===== src/rtl/maze_pkg.sv =====
// ============================================================================
// Module : maze_pkg
// Brief  : Shared maze constants: mover directions, playfield geometry
//          defaults and the collision-responder state encoding.
// Rev    : 1.0  initial release
// ============================================================================
`default_nettype none

package maze_pkg;

    // Direction codes shared with the Pac-Man and Ghost movers
    localparam logic [1:0] DIR_UP    = 2'b00;
    localparam logic [1:0] DIR_DOWN  = 2'b01;
    localparam logic [1:0] DIR_LEFT  = 2'b10;
    localparam logic [1:0] DIR_RIGHT = 2'b11;

    localparam int DEF_SCREEN_W   = 640;
    localparam int DEF_SCREEN_H   = 480;
    localparam int DEF_SPRITE     = 16;
    localparam int DEF_TILE_SHIFT = 3;

    typedef logic [2:0] state_t;
    localparam state_t ST_IDLE   = 3'd0;
    localparam state_t ST_CHECK  = 3'd1;
    localparam state_t ST_ADDR_A = 3'd2;
    localparam state_t ST_ADDR_B = 3'd3;
    localparam state_t ST_WAIT_B = 3'd4;
    localparam state_t ST_RESP   = 3'd5;

endpackage

`default_nettype wire


===== src/rtl/edge_corner_gen.sv =====
// ============================================================================
// Module : edge_corner_gen
// Brief  : From a sprite position and step direction, flags a step off the
//          playfield and gives the wall-map tile addresses of the two
//          leading-edge corners after the step.
// Rev    : 1.0  initial release
// ============================================================================
`default_nettype none

module edge_corner_gen
    import maze_pkg::*;
#(
    parameter int SCREEN_W   = DEF_SCREEN_W,
    parameter int SCREEN_H   = DEF_SCREEN_H,
    parameter int SPRITE     = DEF_SPRITE,
    parameter int TILE_SHIFT = DEF_TILE_SHIFT,
    parameter int MAP_W      = SCREEN_W >> TILE_SHIFT,
    parameter int ADDR_W     = 13
) (
    input  logic [9:0]        x,
    input  logic [8:0]        y,
    input  logic [1:0]        dir,
    output logic              oob,
    output logic [ADDR_W-1:0] addr_a,
    output logic [ADDR_W-1:0] addr_b
);

    localparam logic [10:0] c_SPRITE   = 11'(SPRITE);
    localparam logic [10:0] c_SCREEN_W = 11'(SCREEN_W);
    localparam logic [10:0] c_SCREEN_H = 11'(SCREEN_H);

    function automatic logic [ADDR_W-1:0] tile_addr(input logic [10:0] px,
                                                    input logic [10:0] py);
        logic [21:0] full;
        full = 22'(py >> TILE_SHIFT) * 22'(MAP_W) + 22'(px >> TILE_SHIFT);
        return full[ADDR_W-1:0];
    endfunction

    logic [10:0] w_x, w_y, w_np_x, w_np_y, w_hi_x, w_hi_y;
    logic [10:0] w_ax, w_ay, w_bx, w_by;

    always_comb begin
        w_x    = {1'b0, x};
        w_y    = {2'b00, y};
        w_np_x = w_x;
        w_np_y = w_y;
        oob    = 1'b0;
        case (dir)
            DIR_UP:    begin w_np_y = w_y - 11'd1; oob = (w_y == 11'd0); end
            DIR_DOWN:  begin w_np_y = w_y + 11'd1; oob = (w_y + c_SPRITE >= c_SCREEN_H); end
            DIR_LEFT:  begin w_np_x = w_x - 11'd1; oob = (w_x == 11'd0); end
            DIR_RIGHT: begin w_np_x = w_x + 11'd1; oob = (w_x + c_SPRITE >= c_SCREEN_W); end
        endcase
        w_hi_x = w_np_x + c_SPRITE - 11'd1;
        w_hi_y = w_np_y + c_SPRITE - 11'd1;

        // Corner A is always the lower coordinate along the leading edge
        w_ax = w_np_x;
        w_ay = w_np_y;
        w_bx = w_hi_x;
        w_by = w_np_y;
        case (dir)
            DIR_UP:    begin w_ax = w_np_x; w_ay = w_np_y; w_bx = w_hi_x; w_by = w_np_y; end
            DIR_DOWN:  begin w_ax = w_np_x; w_ay = w_hi_y; w_bx = w_hi_x; w_by = w_hi_y; end
            DIR_LEFT:  begin w_ax = w_np_x; w_ay = w_np_y; w_bx = w_np_x; w_by = w_hi_y; end
            DIR_RIGHT: begin w_ax = w_hi_x; w_ay = w_np_y; w_bx = w_hi_x; w_by = w_hi_y; end
        endcase
        addr_a = tile_addr(w_ax, w_ay);
        addr_b = tile_addr(w_bx, w_by);
    end

endmodule

`default_nettype wire


===== src/rtl/maze_collision_responder.sv =====
// ============================================================================
// Module : maze_collision_responder
// Brief  : Answers "may this sprite step one pixel?" by probing the two
//          leading-edge corner tiles in a one-cycle-latency wall ROM.
// Rev    : 1.0  initial release
// ============================================================================
`default_nettype none

module maze_collision_responder
    import maze_pkg::*;
#(
    parameter int SCREEN_W   = DEF_SCREEN_W,
    parameter int SCREEN_H   = DEF_SCREEN_H,
    parameter int SPRITE     = DEF_SPRITE,
    parameter int TILE_SHIFT = DEF_TILE_SHIFT,
    parameter int MAP_W      = SCREEN_W >> TILE_SHIFT,
    parameter int ADDR_W     = 13
) (
    input  logic              clk,
    input  logic              rst,
    input  logic              req_valid,
    output logic              req_ready,
    input  logic [9:0]        req_x,
    input  logic [8:0]        req_y,
    input  logic [1:0]        req_dir,
    output logic              resp_valid,
    input  logic              resp_ready,
    output logic              resp_free,
    output logic              result,
    output logic [ADDR_W-1:0] map_addr,
    input  logic              map_data
);

    state_t            r_state, w_next;
    logic [9:0]        r_x;
    logic [8:0]        r_y;
    logic [1:0]        r_dir;
    logic              r_wall_a, r_wall_b;
    logic              w_oob;
    logic [ADDR_W-1:0] w_addr_a, w_addr_b;

    edge_corner_gen #(
        .SCREEN_W   (SCREEN_W),
        .SCREEN_H   (SCREEN_H),
        .SPRITE     (SPRITE),
        .TILE_SHIFT (TILE_SHIFT),
        .MAP_W      (MAP_W),
        .ADDR_W     (ADDR_W)
    ) u_corner (
        .x      (r_x),
        .y      (r_y),
        .dir    (r_dir),
        .oob    (w_oob),
        .addr_a (w_addr_a),
        .addr_b (w_addr_b)
    );

    always_ff @(posedge clk) begin
        if (!rst) r_state <= ST_IDLE;
        else      r_state <= w_next;
    end

    always_comb begin
        w_next = r_state;
        case (r_state)
            ST_IDLE:   if (req_valid) w_next = ST_CHECK;
            ST_CHECK:  w_next = w_oob ? ST_RESP : ST_ADDR_A;
            ST_ADDR_A: w_next = ST_ADDR_B;
            ST_ADDR_B: w_next = ST_WAIT_B;
            ST_WAIT_B: w_next = ST_RESP;
            ST_RESP:   if (resp_ready) w_next = ST_IDLE;
            default:   w_next = ST_IDLE;
        endcase
    end

    assign req_ready  = (r_state == ST_IDLE);
    assign resp_valid = (r_state == ST_RESP);
    assign resp_free  = resp_valid & ~(r_wall_a | r_wall_b);

    always_ff @(posedge clk) begin
        if (!rst) begin
            r_x      <= '0;
            r_y      <= '0;
            r_dir    <= DIR_UP;
            r_wall_a <= 1'b0;
            r_wall_b <= 1'b0;
            map_addr <= '0;
            result   <= 1'b0;
        end else begin
            case (r_state)
                ST_IDLE: begin
                    if (req_valid) begin
                        r_x   <= req_x;
                        r_y   <= req_y;
                        r_dir <= req_dir;
                    end
                end
                ST_CHECK: begin
                    // An off-screen step is reported as a wall on corner A
                    r_wall_a <= w_oob;
                    r_wall_b <= 1'b0;
                    if (!w_oob) map_addr <= w_addr_a;
                end
                ST_ADDR_A: map_addr <= w_addr_b;
                ST_ADDR_B: r_wall_a <= map_data;
                ST_WAIT_B: r_wall_b <= map_data;
                ST_RESP:   if (resp_ready) result <= resp_free;
                default:   ;
            endcase
        end
    end

endmodule

`default_nettype wire

===== config.mk =====
export PLATFORM = sky130hd
export DESIGN_NAME = maze_collision_responder
export DESIGN_NICKNAME = d
export VERILOG_FILES = /design/src/rtl/maze_pkg.sv /design/src/rtl/edge_corner_gen.sv /design/src/rtl/maze_collision_responder.sv
export SDC_FILE = /design/constraint.sdc
export NUM_CORES = 1
export LEC_CHECK = 0
export CORE_MARGIN = 4
export CORE_UTILIZATION = 34
export CTS_CLUSTER_SIZE = 30
export DETAILED_ROUTE_END_ITERATION = 6
export GPL_TIMING_DRIVEN = 1
export MAX_ROUTING_LAYER = met4
export SKIP_CTS_REPAIR_TIMING = 1
export SYNTH_ARGS = -nofsm -noshare
export SYNTH_HDL_FRONTEND = slang
export SYNTH_SLANG_ARGS = --single-unit

===== constraint.sdc =====
create_clock -name clk -period 6.8 [get_ports clk]
set_input_delay 1.36 -clock clk [delete_from_list [all_inputs] [get_ports clk]]
set_output_delay 1.36 -clock clk [all_outputs]
set_load 0.01 [all_outputs]

# == Yosys cells after proc, flatten, opt, wreduce, memory -nomap -nowiden ==
# Cells that the tools add are included.
# totals
ff_bits,40
latch_bits,0
mem_bits_rw,0
mem_bits_ro,0
in_bits,26
output_inout_bits,17
wordCells,68
mem_count,0
# classes
n_addsub,12
n_mul,2
div_mod_pow,0
n_lt_le_gt_ge,2
n_eq_ne,11
shift,0
n_mux,15
bitwise_logic,3
reduce_logical,15
# ops
cell,count
case mux 11 bit (2 select lines),6
adder 13 x 8 -> 13 bit,2
case mux 13 bit (2 select lines),1
"adder 11 x 5 -> 11 bit, second input constant",2
"subtractor 11 x 1 -> 11 bit, second input constant",2
"multiplier 8 x 3 -> 9 bit, second input constant",2
case mux 3 bit (6 select lines),1
two-way mux 13 bit,1
OR reduction 3 bit,4
"adder 10 x 1 -> 11 bit, second input constant",1
"adder 10 x 5 -> 11 bit, second input constant",1
">= comparator 11 x 10 -> 1 bit, second input constant",1
">= comparator 11 x 9 -> 1 bit, second input constant",1
"subtractor 10 x 1 -> 11 bit, second input constant",1
"adder 9 x 1 -> 10 bit, second input constant",1
"adder 9 x 5 -> 10 bit, second input constant",1
zero test 10 bit,1
"subtractor 9 x 1 -> 10 bit, second input constant",1
zero test 9 bit,1
two-way mux 3 bit,3
AND reduction 2 bit,4
"equality test 3 x 2 -> 1 bit, second input constant",2
"equality test 3 bit, second input constant",2
nonzero test 2 bit,3
other kinds (12),15

# == Logic depth before layout (Yosys ltp) ==
# depth
depth_word,9
mapped_depth,24
ltp_nobuf,21

# == Cells and area by module ==
# A second synthesis with hierarchy kept.
# unflattened
cells_unflattened,562
hier_area_um2,4386.7
# modules_own_cells
mod,n_inst,cells_each,area_each_um2
edge_corner_gen,1,363,2628.8
maze_collision_responder,1,199,1757.9

# == Worst setup path before layout ==
# Ideal clock, no wire load.
# synth_path
path_kind,flip-flop to flip-flop
from,register r_dir[1]
to,register map_addr[12]
setup_ns,0.123
t_arrival_ns,5.333
required_time_ns,6.677
setup_slack_ns,1.343
path_stages_with_launch,24
path_buffers,3
period_less_slack_ns,5.457
path_cell_list,dfxtp_1 clkbuf_1 clkbuf_1 clkbuf_1 nand2_1 ha_1 nor2b_4 o31a_1 o311a_4 or3_4 o41ai_4 and3_1 or2_1 a21oi_1 ha_1 fa_1 a21o_1 a21oi_1 nor2_1 nand3_1 xnor2_1 xnor2_1 mux2i_1 o22ai_1
# synth_between
elab_chain_len,9
word_cells_on_any_way,27
classes_between,add/sub (6); mul (2); eq/ne (4); mux (9); reduce/logical (6)
# synth_lines
element,line_no,source
from (decl),maze_collision_responder.sv:37,logic [1:0] r_dir;
from (signal assigned),maze_collision_responder.sv:95,r_dir <= req_dir;
equality test 2 x 1 -> 1 bit / zero test 2 bit (equally long branches),"edge_corner_gen.sv:48, edge_corner_gen.sv:62",
case mux 11 bit (2 select lines),edge_corner_gen.sv:48,case (dir)
adder 11 x 5 -> 11 bit,edge_corner_gen.sv:55,w_hi_y = w_np_y + c_SPRITE - 11'd1;
subtractor 11 x 1 -> 11 bit,edge_corner_gen.sv:55,
case mux 11 bit (2 select lines),edge_corner_gen.sv:62,case (dir)
multiplier 8 x 3 -> 9 bit,edge_corner_gen.sv:35,full = 22'(py >> TILE_SHIFT) * 22'(MAP_W) + 22'(px >> TILE_SHIFT);
adder 13 x 8 -> 13 bit,edge_corner_gen.sv:35,
two-way mux 13 bit,maze_collision_responder.sv:102,if (!w_oob) map_addr <= w_addr_a;
case mux 13 bit (2 select lines),maze_collision_responder.sv:90,case (r_state)
to (signal assigned),maze_collision_responder.sv:102,
to (signal assigned),maze_collision_responder.sv:104,ST_ADDR_A: map_addr <= w_addr_b;
to (decl),maze_collision_responder.sv:30,"output logic [ADDR_W-1:0] map_addr,"
# Several ways; a longest one is shown, not always the timed one. The select of a mux whose other input is x is not followed.
# A chain may end at the register's enable or synchronous reset.

# == Final worst setup path ==
# layout_path
from,register r_dir[0]
to,register map_addr[12]
# The elaborated chain is that of the path after synthesis.

==> impl_metrics.json <==
{
  "outcome": "complete, no violations",
  "syn_nets": 607,
  "synth_seq_area_share": 0.189,
  "ant_nets": 0,
  "worstSkewPairLatency_ns": 0.28,
  "num_io_pins": 43,
  "max_slew.worst_pin.slew_ns": 0.802,
  "synth.avg_cell_area_um2": 7.96,
  "cp.buffers_inverters": 0,
  "core_area_um2": 12100,
  "crit-reg2reg-launch": "r_dir[0]",
  "gp_congestion": 0.832,
  "final_cell_mix": "nand2_1 (78), ha_1 (44), clkdlybuf4s50_1 (42)",
  "clock-sinks": 40,
  "layout-drive-gt1-share": 0.0446,
  "rsz0062_at_grt": "false",
  "synth-seq-cells": 40,
  "design.die.area_um2": 14300,
  "cts_buffer_depth": 2,
  "critical_path_required_ns": 6.97,
  "vias_per_cell": 5.14,
  "worstRegToRegCells": 20,
  "clockRootBuffer": "clkbuf_16",
  "hp-start": "map_addr[3]",
  "firstDrtPassIters": 4,
  "crit_type": "flop to flop",
  "topRoutingLayerUsed": "met4",
  "multi_input_area_um2": 3290,
  "synth_area_leaders": "dfxtp_1 (19%), ha_1 (13%), nand2_1 (6.9%)",
  "cts_tree": "done",
  "setup-violations-final": 0,
  "layout_commonest_cell": "nand2_1",
  "num_rows": 40,
  "path_clk_slew_ns": 0.07,
  "drcViolationCount": 0,
  "hold_viol_final": 0,
  "yosysTopAreaCell": "dfxtp_1",
  "reg2reg_slack_ns": 0.97,
  "track_usage": 0.151,
  "cpLargestDelayFamily": "compound AO/OA/AOI/OAI gates",
  "fin_tns_setup_ns": 0,
  "synth.cell_area_um2": 4230,
  "hold_path.class": "flop to flop",
  "crit_path_end": "map_addr[12]",
  "synth-edff-count": 0,
  "synth_cell_types": 68,
  "cts_buffers": 5,
  "m1WireLength_um": 5020,
  "cpPeakStageDelay_ns": 0.84,
  "crit_chain": "nand2_1 -> ha_1 -> nor2b_4 -> o31a_1 -> o311a_4 -> or3_4 -> o41ai_4 -> and3_1 -> or2_1 -> a21oi_1 -> ha_1 -> fa_1 -> a21o_1 -> a21oi_1 -> nor2_1 -> nand3_1 -> xnor2_1 -> xnor2_1 -> mux2i_1 -> o22ai_1",
  "finalCriticalPeriod_ns": 5.83,
  "grt_pass1_vias": 3692,
  "path_max_fanout": 23,
  "final.setup_skew_ns": 0.00565,
  "slew_viol_final": 0,
  "synthArstFlopShare": 0,
  "grt_pass1_wl_um": 17700,
  "path_depth": 20,
  "wl_per_cell_um": 14.2,
  "syn_to_final_growth_pct": 17.2,
  "chipWidth_um": 120,
  "reg2reg_to": "map_addr[12]",
  "startpoint_type": "flop",
  "dieHeight_um": 120,
  "arrival_ns": 5.99,
  "route.met2.wl_um": 4900,
  "fmaxAchievable_mhz": 172,
  "synthFlopType": "dfxtp_1",
  "ys_warn_count": 0,
  "wl_um": 10300,
  "max-slew-margin-rel": 0.464,
  "endpoint_kind": "flop",
  "drt_iter0_markers": 157,
  "htree_levels": 2,
  "grt_max_degree": 48,
  "portBuffers": 42,
  "period_share": 0.857,
  "hpwl_um": 8070,
  "fillers": 1283,
  "grt_overflow": 0,
  "regArea_um2": 801,
  "cp-startpoint": "r_dir[0]",
  "syn_inst": 532,
  "num-nets-final": 635,
  "cp_slowest_cell": "dfxtp_1",
  "cap_violations": 0,
  "antenna_found_initial": 0,
  "dr_wl_met3_um": 326,
  "antenna_cells": 0,
  "dr_total_vias": 3750,
  "synth_top_cell_area_share": 0.189,
  "start_util": 0.349
}
==> cells in the mapped netlist (all sizes together), types with 7 or more instances <==
cell and count:
nand2 78, ha 44, dfxtp 40, nor2 39, xnor2 30, a21oi 29, xor2 27, a21boi 24
clkbuf 20, o21ai 17, inv 13, nor2b 12, a21o 11, nand3 10, nor3 10, o211ai 10
and2 8, mux2i 8, a211oi 7, nand4 7, o211a 7
==> layer usage <==
| layer | vias up | track usage |
|---|---|---|
| li1 | 1960 | - |
| met3 | 9 | 0.0231 |
| met1 | 1722 | 0.192 |
| met5 | - | - |
| met2 | 59 | 0.257 |
| met4 | 0 | 0.0293 |
==> flip-flops by register name, summed over array words and instances, names as in the netlist <==
name,flops
map_addr,13
r_wall_a,1
r_state,3
r_wall_b,1
r_x,10
r_dir,2
result,1
r_y,9
==> how the worst min path moves through the flow <==
stage                        to  slack, ns  depth (start not counted)
global placement    map_addr[3]       0.47                          2
finish              map_addr[3]       0.47                          2
global route        map_addr[3]       0.50                          2
detailed placement  map_addr[3]       0.47                          2
CTS                 map_addr[3]       0.48                          2
floorplan              r_wall_a       0.46                          2
==> metrics by stage <==
stage	worst slack [ns]	utilization	instance area (µm²)	hold WS (ns)	cells
floorplan	1.34	-	4230	0.460	532
global placement	1.20	0.395	4790	0.467	721
detailed placement	1.04	0.395	4790	0.467	721
CTS	1.01	0.410	4960	0.479	729
global route	0.597	0.410	4960	0.503	729
finish	0.975	0.410	4960	0.472	729
==> layout make-up <==
cell class | instances | area share
clock buffers | 5 | 0.0252
multi-input cells | 456 | 0.664
well taps | 168 | 0.0424
inverters | 13 | 0.00984
repair buffers | 44 | 0.0878
clock inverters | 3 | 0.00933
flip-flops and latches | 40 | 0.161
==> tightest hold or removal path: cells and delay by family (launching register included) <==
kind	cells	cell delay [ns]
compound gates	1	0.05
flops	1	0.31
simple gates	1	0.06
==> cell families (layout without fill, tap and decap cells) <==
logic type / after synthesis / count (layout) / synth area share
AO/OA/AOI/OAI: 137 / 137 / 0.238
AND/OR/NAND/NOR: 205 / 205 / 0.245
multiplexers: 8 / 8 / 0.0189
adder cells (fa/ha/maj): 49 / 49 / 0.154
buffers and inverters: 36 / 65 / 0.0325
flip-flops: 40 / 40 / 0.189
XOR/XNOR: 57 / 57 / 0.122
Power is left out: the tool's default activity adds up to more than one toggle a clock period on the data nets, which glitch-free logic cannot reach.
